--- config.mk ---
export PLATFORM = sky130hd
export DESIGN_NAME = mac_seq_flat
export DESIGN_NICKNAME = d
export VERILOG_FILES = /design/src/rtl/mac_seq_if.sv /design/src/rtl/mac_seq.sv /design/src/flat_wrapper.sv
export SDC_FILE = /design/constraint.sdc
export NUM_CORES = 1
export LEC_CHECK = 0
export ABC_AREA = 1
export CAP_MARGIN = 10
export CORE_UTILIZATION = 60
export DETAILED_ROUTE_END_ITERATION = 10
export GPL_TIMING_DRIVEN = 0
export PLACE_DENSITY_LB_ADDON = 0.05
export SYNTH_ARGS = -nofsm -noshare
export SYNTH_HDL_FRONTEND = slang
export SYNTH_SLANG_ARGS = --single-unit
--- constraint.sdc ---
create_clock -name clk -period 2.2 [get_ports clk]
set_input_delay 0.44 -clock clk [delete_from_list [all_inputs] [get_ports clk]]
set_output_delay 0.44 -clock clk [all_outputs]
set_load 0.01 [all_outputs]
--- src/rtl/mac_seq_if.sv ---
// ---------------------------------------------------------------------------
// mac_seq_if
//   Operand/result bundle for the sequential multiply-accumulate unit.
//
//   Parameters
//     WIDTH      operand width of a and b
//     ACC_WIDTH  width of c, the accumulator and the result
//
//   Signals
//     in_valid / in_ready    operand-side handshake
//     a, b                   unsigned multiplicand / multiplier
//     c                      unsigned external addend
//     acc_mode               0: addend = c, 1: addend = internal accumulator
//     acc_clr                clear accumulator and sticky overflow (idle only)
//     out_valid / out_ready  result-side handshake
//     out                    result
//     out_ovf                this result carried out of ACC_WIDTH
//     ovf_sticky             any overflow since reset / last acc_clr
//
//   Modports
//     master  the side that issues operands and consumes results
//     slave   the mac_seq unit itself
// ---------------------------------------------------------------------------
interface mac_seq_if #(
    parameter int WIDTH     = 32,
    parameter int ACC_WIDTH = 64
) ();

    logic                 in_valid;
    logic                 in_ready;
    logic [WIDTH-1:0]     a;
    logic [WIDTH-1:0]     b;
    logic [ACC_WIDTH-1:0] c;
    logic                 acc_mode;
    logic                 acc_clr;
    logic                 out_valid;
    logic                 out_ready;
    logic [ACC_WIDTH-1:0] out;
    logic                 out_ovf;
    logic                 ovf_sticky;

    modport master (
        output in_valid, a, b, c, acc_mode, acc_clr, out_ready,
        input  in_ready, out_valid, out, out_ovf, ovf_sticky
    );

    modport slave (
        input  in_valid, a, b, c, acc_mode, acc_clr, out_ready,
        output in_ready, out_valid, out, out_ovf, ovf_sticky
    );

endinterface : mac_seq_if

--- src/rtl/mac_seq.sv ---
// ---------------------------------------------------------------------------
// mac_seq
//   Sequential multiply-accumulate: out = a*b + addend, where the addend is
//   either the external c or the internal accumulator (per transaction).
//   The product is built by a shift-add multiplier that consumes one bit of
//   b per cycle, LSB first, so every transaction takes the same time:
//     IDLE (accept) -> MUL x WIDTH -> ADD -> DONE (until out_ready)
//   With out_ready held high a new operand set is accepted every WIDTH+3
//   cycles; transactions never overlap.
//
//   Ports
//     clk   clock, all state changes on the rising edge
//     rst   synchronous, active-high reset
//     bus   mac_seq_if.slave (operand/result handshakes, see mac_seq_if)
//
//   Parameters
//     WIDTH      operand width (>= 2)
//     ACC_WIDTH  addend/accumulator/result width (>= 2*WIDTH)
//
//   Build option
//     MAC_SAT_EN  when defined, a carry out of ACC_WIDTH forces the result
//                 and the accumulator to all-ones instead of wrapping.
//                 out_ovf and ovf_sticky report the carry either way.
// ---------------------------------------------------------------------------
module mac_seq #(
    parameter int WIDTH     = 32,
    parameter int ACC_WIDTH = 64
) (
    input  logic       clk,
    input  logic       rst,
    mac_seq_if.slave   bus
);

    // The product is 2*WIDTH bits and is kept in its own register; it can
    // never overflow because ACC_WIDTH is at least that wide.
    localparam int PROD_W = 2 * WIDTH;
    localparam int CNT_W  = (WIDTH > 1) ? $clog2(WIDTH) : 1;
    localparam int EXT_W  = ACC_WIDTH + 1 - PROD_W;
    localparam logic [CNT_W-1:0] LAST_BIT = CNT_W'(WIDTH - 1);

    // Reject configurations the datapath cannot represent.
    generate
        if (WIDTH < 2) begin : g_bad_width
            $error("mac_seq: WIDTH must be >= 2");
        end
        if (ACC_WIDTH < 2 * WIDTH) begin : g_bad_acc_width
            $error("mac_seq: ACC_WIDTH must be >= 2*WIDTH");
        end
    endgenerate

    typedef enum logic [1:0] {
        ST_IDLE = 2'd0,
        ST_MUL  = 2'd1,
        ST_ADD  = 2'd2,
        ST_DONE = 2'd3
    } state_t;

    state_t               state_r;
    state_t               state_nxt_s;

    logic                 accept_s;
    logic [PROD_W-1:0]    mcand_r;      // a, shifted left once per MUL cycle
    logic [WIDTH-1:0]     mplier_r;     // b, shifted right once per MUL cycle
    logic [PROD_W-1:0]    product_r;
    logic [CNT_W-1:0]     bit_cnt_r;
    logic [ACC_WIDTH-1:0] addend_r;
    logic [ACC_WIDTH-1:0] acc_r;

    logic                 in_ready_r;
    logic                 out_valid_r;
    logic [ACC_WIDTH-1:0] out_r;
    logic                 out_ovf_r;
    logic                 ovf_sticky_r;

    logic [ACC_WIDTH-1:0] addend_sel_s;
    logic [PROD_W-1:0]    partial_s;
    logic [ACC_WIDTH:0]   sum_s;
    logic                 carry_s;
    logic [ACC_WIDTH-1:0] result_s;

    // Operands are taken only while idle; in_ready is high exactly in IDLE.
    assign accept_s = (state_r == ST_IDLE) && bus.in_valid;

    // Next-state logic for the IDLE/MUL/ADD/DONE sequence.
    always_comb begin
        state_nxt_s = state_r;
        case (state_r)
            ST_IDLE: begin
                if (bus.in_valid) begin
                    state_nxt_s = ST_MUL;
                end else begin
                    state_nxt_s = ST_IDLE;
                end
            end
            ST_MUL: begin
                if (bit_cnt_r == LAST_BIT) begin
                    state_nxt_s = ST_ADD;
                end else begin
                    state_nxt_s = ST_MUL;
                end
            end
            ST_ADD: begin
                state_nxt_s = ST_DONE;
            end
            ST_DONE: begin
                if (bus.out_ready) begin
                    state_nxt_s = ST_IDLE;
                end else begin
                    state_nxt_s = ST_DONE;
                end
            end
            default: begin
                state_nxt_s = ST_IDLE;
            end
        endcase
    end

    // Addend chosen at acceptance; a simultaneous acc_clr makes the
    // accumulator read as zero for this very transaction.
    always_comb begin
        addend_sel_s = {ACC_WIDTH{1'b0}};
        if (bus.acc_mode) begin
            if (bus.acc_clr) begin
                addend_sel_s = {ACC_WIDTH{1'b0}};
            end else begin
                addend_sel_s = acc_r;
            end
        end else begin
            addend_sel_s = bus.c;
        end
    end

    // One shift-add step: add the shifted multiplicand when the current
    // multiplier bit is set.
    always_comb begin
        partial_s = product_r;
        if (mplier_r[0]) begin
            partial_s = product_r + mcand_r;
        end else begin
            partial_s = product_r;
        end
    end

    // Final addition one bit wider than the result so the carry is visible.
    always_comb begin
        sum_s    = {{EXT_W{1'b0}}, product_r} + {1'b0, addend_r};
        carry_s  = sum_s[ACC_WIDTH];
        result_s = sum_s[ACC_WIDTH-1:0];
`ifdef MAC_SAT_EN
        if (carry_s) begin
            result_s = {ACC_WIDTH{1'b1}};
        end else begin
            result_s = sum_s[ACC_WIDTH-1:0];
        end
`endif
    end

    // State register.
    always_ff @(posedge clk) begin
        if (rst) begin
            state_r <= ST_IDLE;
        end else begin
            state_r <= state_nxt_s;
        end
    end

    // Registered handshake outputs, derived from the state being entered.
    always_ff @(posedge clk) begin
        if (rst) begin
            in_ready_r  <= 1'b1;
            out_valid_r <= 1'b0;
        end else begin
            in_ready_r  <= (state_nxt_s == ST_IDLE);
            out_valid_r <= (state_nxt_s == ST_DONE);
        end
    end

    // Multiplier datapath: operand capture and the WIDTH shift-add steps.
    always_ff @(posedge clk) begin
        if (rst) begin
            mcand_r   <= {PROD_W{1'b0}};
            mplier_r  <= {WIDTH{1'b0}};
            product_r <= {PROD_W{1'b0}};
            bit_cnt_r <= {CNT_W{1'b0}};
            addend_r  <= {ACC_WIDTH{1'b0}};
        end else begin
            case (state_r)
                ST_IDLE: begin
                    if (accept_s) begin
                        mcand_r   <= {{WIDTH{1'b0}}, bus.a};
                        mplier_r  <= bus.b;
                        product_r <= {PROD_W{1'b0}};
                        bit_cnt_r <= {CNT_W{1'b0}};
                        addend_r  <= addend_sel_s;
                    end
                end
                ST_MUL: begin
                    product_r <= partial_s;
                    mcand_r   <= {mcand_r[PROD_W-2:0], 1'b0};
                    mplier_r  <= {1'b0, mplier_r[WIDTH-1:1]};
                    bit_cnt_r <= bit_cnt_r + CNT_W'(1);
                end
                ST_ADD, ST_DONE: begin
                    // datapath holds until the next acceptance
                end
                default: begin
                    product_r <= {PROD_W{1'b0}};
                end
            endcase
        end
    end

    // Result, accumulator and overflow flags. acc_clr only acts in IDLE;
    // out/out_ovf change only in ADD, so they hold through DONE.
    always_ff @(posedge clk) begin
        if (rst) begin
            out_r        <= {ACC_WIDTH{1'b0}};
            out_ovf_r    <= 1'b0;
            acc_r        <= {ACC_WIDTH{1'b0}};
            ovf_sticky_r <= 1'b0;
        end else begin
            case (state_r)
                ST_IDLE: begin
                    if (bus.acc_clr) begin
                        acc_r        <= {ACC_WIDTH{1'b0}};
                        ovf_sticky_r <= 1'b0;
                    end
                end
                ST_ADD: begin
                    out_r        <= result_s;
                    out_ovf_r    <= carry_s;
                    acc_r        <= result_s;
                    ovf_sticky_r <= ovf_sticky_r | carry_s;
                end
                ST_MUL, ST_DONE: begin
                    // acc_clr and input changes have no effect here
                end
                default: begin
                    out_ovf_r <= 1'b0;
                end
            endcase
        end
    end

    assign bus.in_ready   = in_ready_r;
    assign bus.out_valid  = out_valid_r;
    assign bus.out        = out_r;
    assign bus.out_ovf    = out_ovf_r;
    assign bus.ovf_sticky = ovf_sticky_r;

endmodule : mac_seq

--- src/flat_wrapper.sv ---
// flat-port wrapper written by rule: the top's interface ports become plain ports
module mac_seq_flat 
#(
    parameter int WIDTH     = 32,
    parameter int ACC_WIDTH = 64
)
  (clk, rst, bus_in_valid, bus_a, bus_b, bus_c, bus_acc_mode, bus_acc_clr, bus_out_ready, bus_in_ready, bus_out_valid, bus_out, bus_out_ovf, bus_ovf_sticky);
  mac_seq_if #(.WIDTH(WIDTH), .ACC_WIDTH(ACC_WIDTH)) bus_i ();
  input  logic clk;
  input  logic rst;
  input wire logic [$bits(bus_i.in_valid)-1:0] bus_in_valid;
  input wire logic [$bits(bus_i.a)-1:0] bus_a;
  input wire logic [$bits(bus_i.b)-1:0] bus_b;
  input wire logic [$bits(bus_i.c)-1:0] bus_c;
  input wire logic [$bits(bus_i.acc_mode)-1:0] bus_acc_mode;
  input wire logic [$bits(bus_i.acc_clr)-1:0] bus_acc_clr;
  input wire logic [$bits(bus_i.out_ready)-1:0] bus_out_ready;
  output wire logic [$bits(bus_i.in_ready)-1:0] bus_in_ready;
  output wire logic [$bits(bus_i.out_valid)-1:0] bus_out_valid;
  output wire logic [$bits(bus_i.out)-1:0] bus_out;
  output wire logic [$bits(bus_i.out_ovf)-1:0] bus_out_ovf;
  output wire logic [$bits(bus_i.ovf_sticky)-1:0] bus_ovf_sticky;
  assign bus_i.in_valid = bus_in_valid;
  assign bus_i.a = bus_a;
  assign bus_i.b = bus_b;
  assign bus_i.c = bus_c;
  assign bus_i.acc_mode = bus_acc_mode;
  assign bus_i.acc_clr = bus_acc_clr;
  assign bus_i.out_ready = bus_out_ready;
  assign bus_in_ready = bus_i.in_ready;
  assign bus_out_valid = bus_i.out_valid;
  assign bus_out = bus_i.out;
  assign bus_out_ovf = bus_i.out_ovf;
  assign bus_ovf_sticky = bus_i.ovf_sticky;
  mac_seq #(.WIDTH(WIDTH), .ACC_WIDTH(ACC_WIDTH)) u_core (.clk(clk), .rst(rst), .bus(bus_i));
endmodule
==> results.txt <==
The run finished, with violations left. The final reports fail on negative setup slack. The sum of buffers and inverters on the critical path is 4. The category of the critical setup timing path is in -> reg. The die is 205.6 um tall. The remaining number of nets flagged by the antenna check after routing is 0. Setup repair after global routing could not meet its margin everywhere. The cell area after synthesis is between 20000 and 25000 um2.

The signal on the critical path passes through clkdlybuf4s50_1 -> clkbuf_2 -> clkbuf_2 -> clkbuf_1 -> a21oi_1. After detailed routing, the average wire length per cell comes to 19.12 um. The cell that appears most often on the critical path is clkbuf_2.

The post-layout minimum cycle time is 2232 ps. The final-report max-slew violation count came out at 0. The power density normalized to cell area is 518.5 nW/um2. The maximum number of pins on one net before global-route repair is 20. For this run, design rule violations remaining after detail routing come to 0. The global-route usage over all layers is 43.25%. The tool flagged a number of max-cap violations equal to 0. The met2 usage in global routing is 68.29%.

By area the synthesized netlist is led by dfxtp_1, nand2_1, a21oi_1. For met1 alone, demand over resource in global routing was 55.94%. STA classifies the critical path endpoint as a register. The final-layout fill cell count is 3254.

The setup slack at placement is -1144 ps. For this run, the leading register cell type out of synthesis is dfxtp_1. At the pin with the least slew margin, the transition time is about 1000 ps. In this run the tightest slew margin relative to its limit is a little under a third. The number of optimization iterations in the first detailed-route pass is 8. In this run the clock root is driven by a clkbuf_16. The tightest min-delay check is of the in -> reg type. The clock net sink count came out at approximately 360.

The detailed placement HPWL is 73320 um. By count the netlist is led by nand2_1, inv_1, a21oi_1. The final cycle utilization of the critical path is 101.5%. The share of flip-flops with an asynchronous set or reset is 0%. STA classifies the critical path startpoint as an input port.

The cell family contributing the most delay on the critical path is buffers and inverters. The number of distinct library cells after synthesis is 41. The core area is 40830 um2.

The longest clock path from root to sink contains 3 buffers. The detailed-route vias per instance is 5.733. The H-tree was split into 2 levels. The wire length after detailed routing came out at 97160 um.

The first-pass GRT wire length is 139300 um. The final setup skew is 35.12 ps. The final-report setup violation count is 5. The top cell type by total area after synthesis is dfxtp_1. The antenna diode count came out at 0. In the post-synthesis netlist, the cell with the most instances is nand2_1. The initial core utilization came out at 60.89%. The number of DRC violations after detailed-routing iteration 0 came out at around 3500. The static leakage came out at 14.65 nW. For this run, the top clock speed supported by timing is between 400 and 500 MHz. A synthesized cell averages 5.837 um2. The maximum vdd drop came out at around 0.68 mV. Clock tree synthesis inserted a total of 39 buffers. The final global-route overflow total is 0. The worst setup margin is -32.23 ps. The top cell type's share of synthesized area came out at 29.23%. The number of synthesized flops with an enable pin came out at 0.

The cell count after synthesis came out at 4259. In this run the worst path has a maximum fanout of 10. The fraction of final layout cells sized beyond drive strength 1 is 16.00%. The I/O pin total came out at 202. The number of antenna violations at the first check in global routing is 1. At the end of routability-driven placement, the weighted congestion stood at 1.083. The layout overhead on the synthesized area is 27.36%. The CTS tree is done. The number of placement rows is 74. The number of nets in the layout came out at 4786. The number of I/O port buffers came out at 200. The delay of the slowest cell on the worst path is 640 ps. The total number of yosys warnings is 0.

The source-to-sink clock delay at the later pin of the worst-skew pair is just under 600 ps. The met3 usage in global routing is 6.874%. For this run, the register share of the synthesized area comes to 29.23%. The arrival time of the worst setup path is 2650 ps. The final-layout setup total negative slack came out at -84.17 ps. The overall die area is 42250 um2. The number of vias in the routed layout came out at 29130. The number of hold-slack violations in the final timing report came to 0. The number of synthesized register bits came out at around 360. The CTS clock-pin slew for the worst setup and hold paths is approximately 80 ps. The via count of the first global-routing pass came out at 25790. The global routing stage identified its most utilized layer as met2. The floorplan step set the die width to roughly 200 um. The required time reported for the critical path endpoint is 2610 ps. Among all stages on the critical path, the largest delay is contributed by clkbuf_1. Counting every net in the synthesized netlist gives 4524.
-- layout make-up --
class	count	area, um2	share of cell area, %
Inverter	692	2597	8.203
Clock inverter	15	203.9	0.6441
Buffer	139	569.3	1.798
Sequential cell	363	7462	23.57
Tap cell	532	665.6	2.102
Timing Repair Buffer	222	2180	6.883
Clock buffer	54	1132	3.576
Multi-Input combinational cell	3064	16850	53.23
-- metal layers --
metal / vias up / part of all wire [%]
met3: 359 / 12
met5: - / 0.011
met2: 1612 / 44
met4: 2 / 6.4
li1: 13920 / -
met1: 13230 / 38
-- final timing paths --
| check | cells past startpoint | slack, ps | to | from |
|---|---|---|---|---|
| max | 5 | -30 | u_core.product_r[41] | rst |
| min | 3 | 410 | u_core.mcand_r[30] | bus_a[30] |
| max reg2reg | 13 | -10 | u_core.product_r[30] | u_core.product_r[17] |
| min reg2reg | 2 | 460 | u_core.addend_r[26] | u_core.acc_r[26] |
-- power breakdown --
part / switching, W / internal (W) / leakage, nW
registers: 0.000288 / 0.00680 / 3.00
logic: 0.00143 / 0.000879 / 11.0
clock network: 0.00292 / 0.00409 / 0.662
total: 0.00464 / 0.0118 / 14.6
-- cell usage in the layout, fill, tap and decap left out, types with 16 or more instances in the layout --
master / instances
ha_1: 19
inv_2: 28
clkdlybuf4s50_1: 200
buf_2: 30
nor2_2: 85
nand2_1: 1509
ha_2: 36
clkbuf_16: 39
a21oi_1: 431
inv_1: 658
o21ai_0: 154
nor2_1: 108
clkbuf_1: 101
nand3_1: 140
dfxtp_2: 27
nor2_4: 22
o21ai_1: 56
buf_4: 21
nand3b_1: 16
ha_4: 74
a21oi_2: 60
nand3_2: 31
a31oi_1: 76
nand2_2: 127
nand2_4: 26
dfxtp_1: 293
dfxtp_4: 43
-- state kept, by name (all words and copies together), names as in the netlist, 2 cells and up --
| signal | count |
|---|---|
| u_core.acc_r | 64 |
| u_core.addend_r | 64 |
| u_core.bus.out | 64 |
| u_core.mcand_r | 64 |
| u_core.product_r | 64 |
| u_core.mplier_r | 32 |
| u_core.bit_cnt_r | 5 |
| u_core.state_r | 2 |
-- per-stage QoR --
step / instances / area [um2] / total power [W] / hold WS (ps) / util [%]
6_report: 5081 / 31660 / 0.01642 / 412.0 / 77.55
5_1_grt: 5081 / 31660 / 0.01681 / 450.1 / 77.55
4_1_cts: 5065 / 29550 / 0.01604 / 414.6 / 72.38
3_5_place_dp: 4991 / 27530 / 0.009138 / 453.0 / 67.42
3_3_place_gp: 4991 / 27530 / 0.009104 / 446.9 / 67.42
2_1_floorplan: 4259 / 24860 / 0.008313 / 439.1 / -
-- worst reg2reg max path, cell delays in order, from the launching register on --
cell and delay, ps:
dfxtp_4 430, ha_2 330, nand2_1 150, inv_1 70
nand2_1 80, nand2_1 90, nand2_1 80, nand2_1 80
a21oi_1 160, nand2_2 140, buf_4 170, a21oi_1 150
o21ai_1 90, a21oi_1 130
-- what timing repair did --
| item | CTS | global route |
|---|---|---|
| setup endpoints to repair | 208 | 184 |
| hold buffers | 0 | 0 |
| gates resized for setup | 179 | 497 |
| hold endpoints to repair | 0 | 0 |
| pin swaps | 5 | 40 |
| buffers inserted | 6 | 16 |
-- logic make-up (layout without fill, tap and decap cells) --
family / Yosys count / in the layout / synth area share [%]
AOI/OAI and AO/OA: 796 / 796 / 16.53
DFF: 363 / 363 / 29.23
and+or+nand+nor: 2131 / 2131 / 34.66
xor gates and xnor gates: 6 / 6 / 0.2114
adders and majority gates: 131 / 131 / 6.653
buffers and inverters: 832 / 1122 / 12.71
Note: power is estimated with default switching activity, not from simulation.
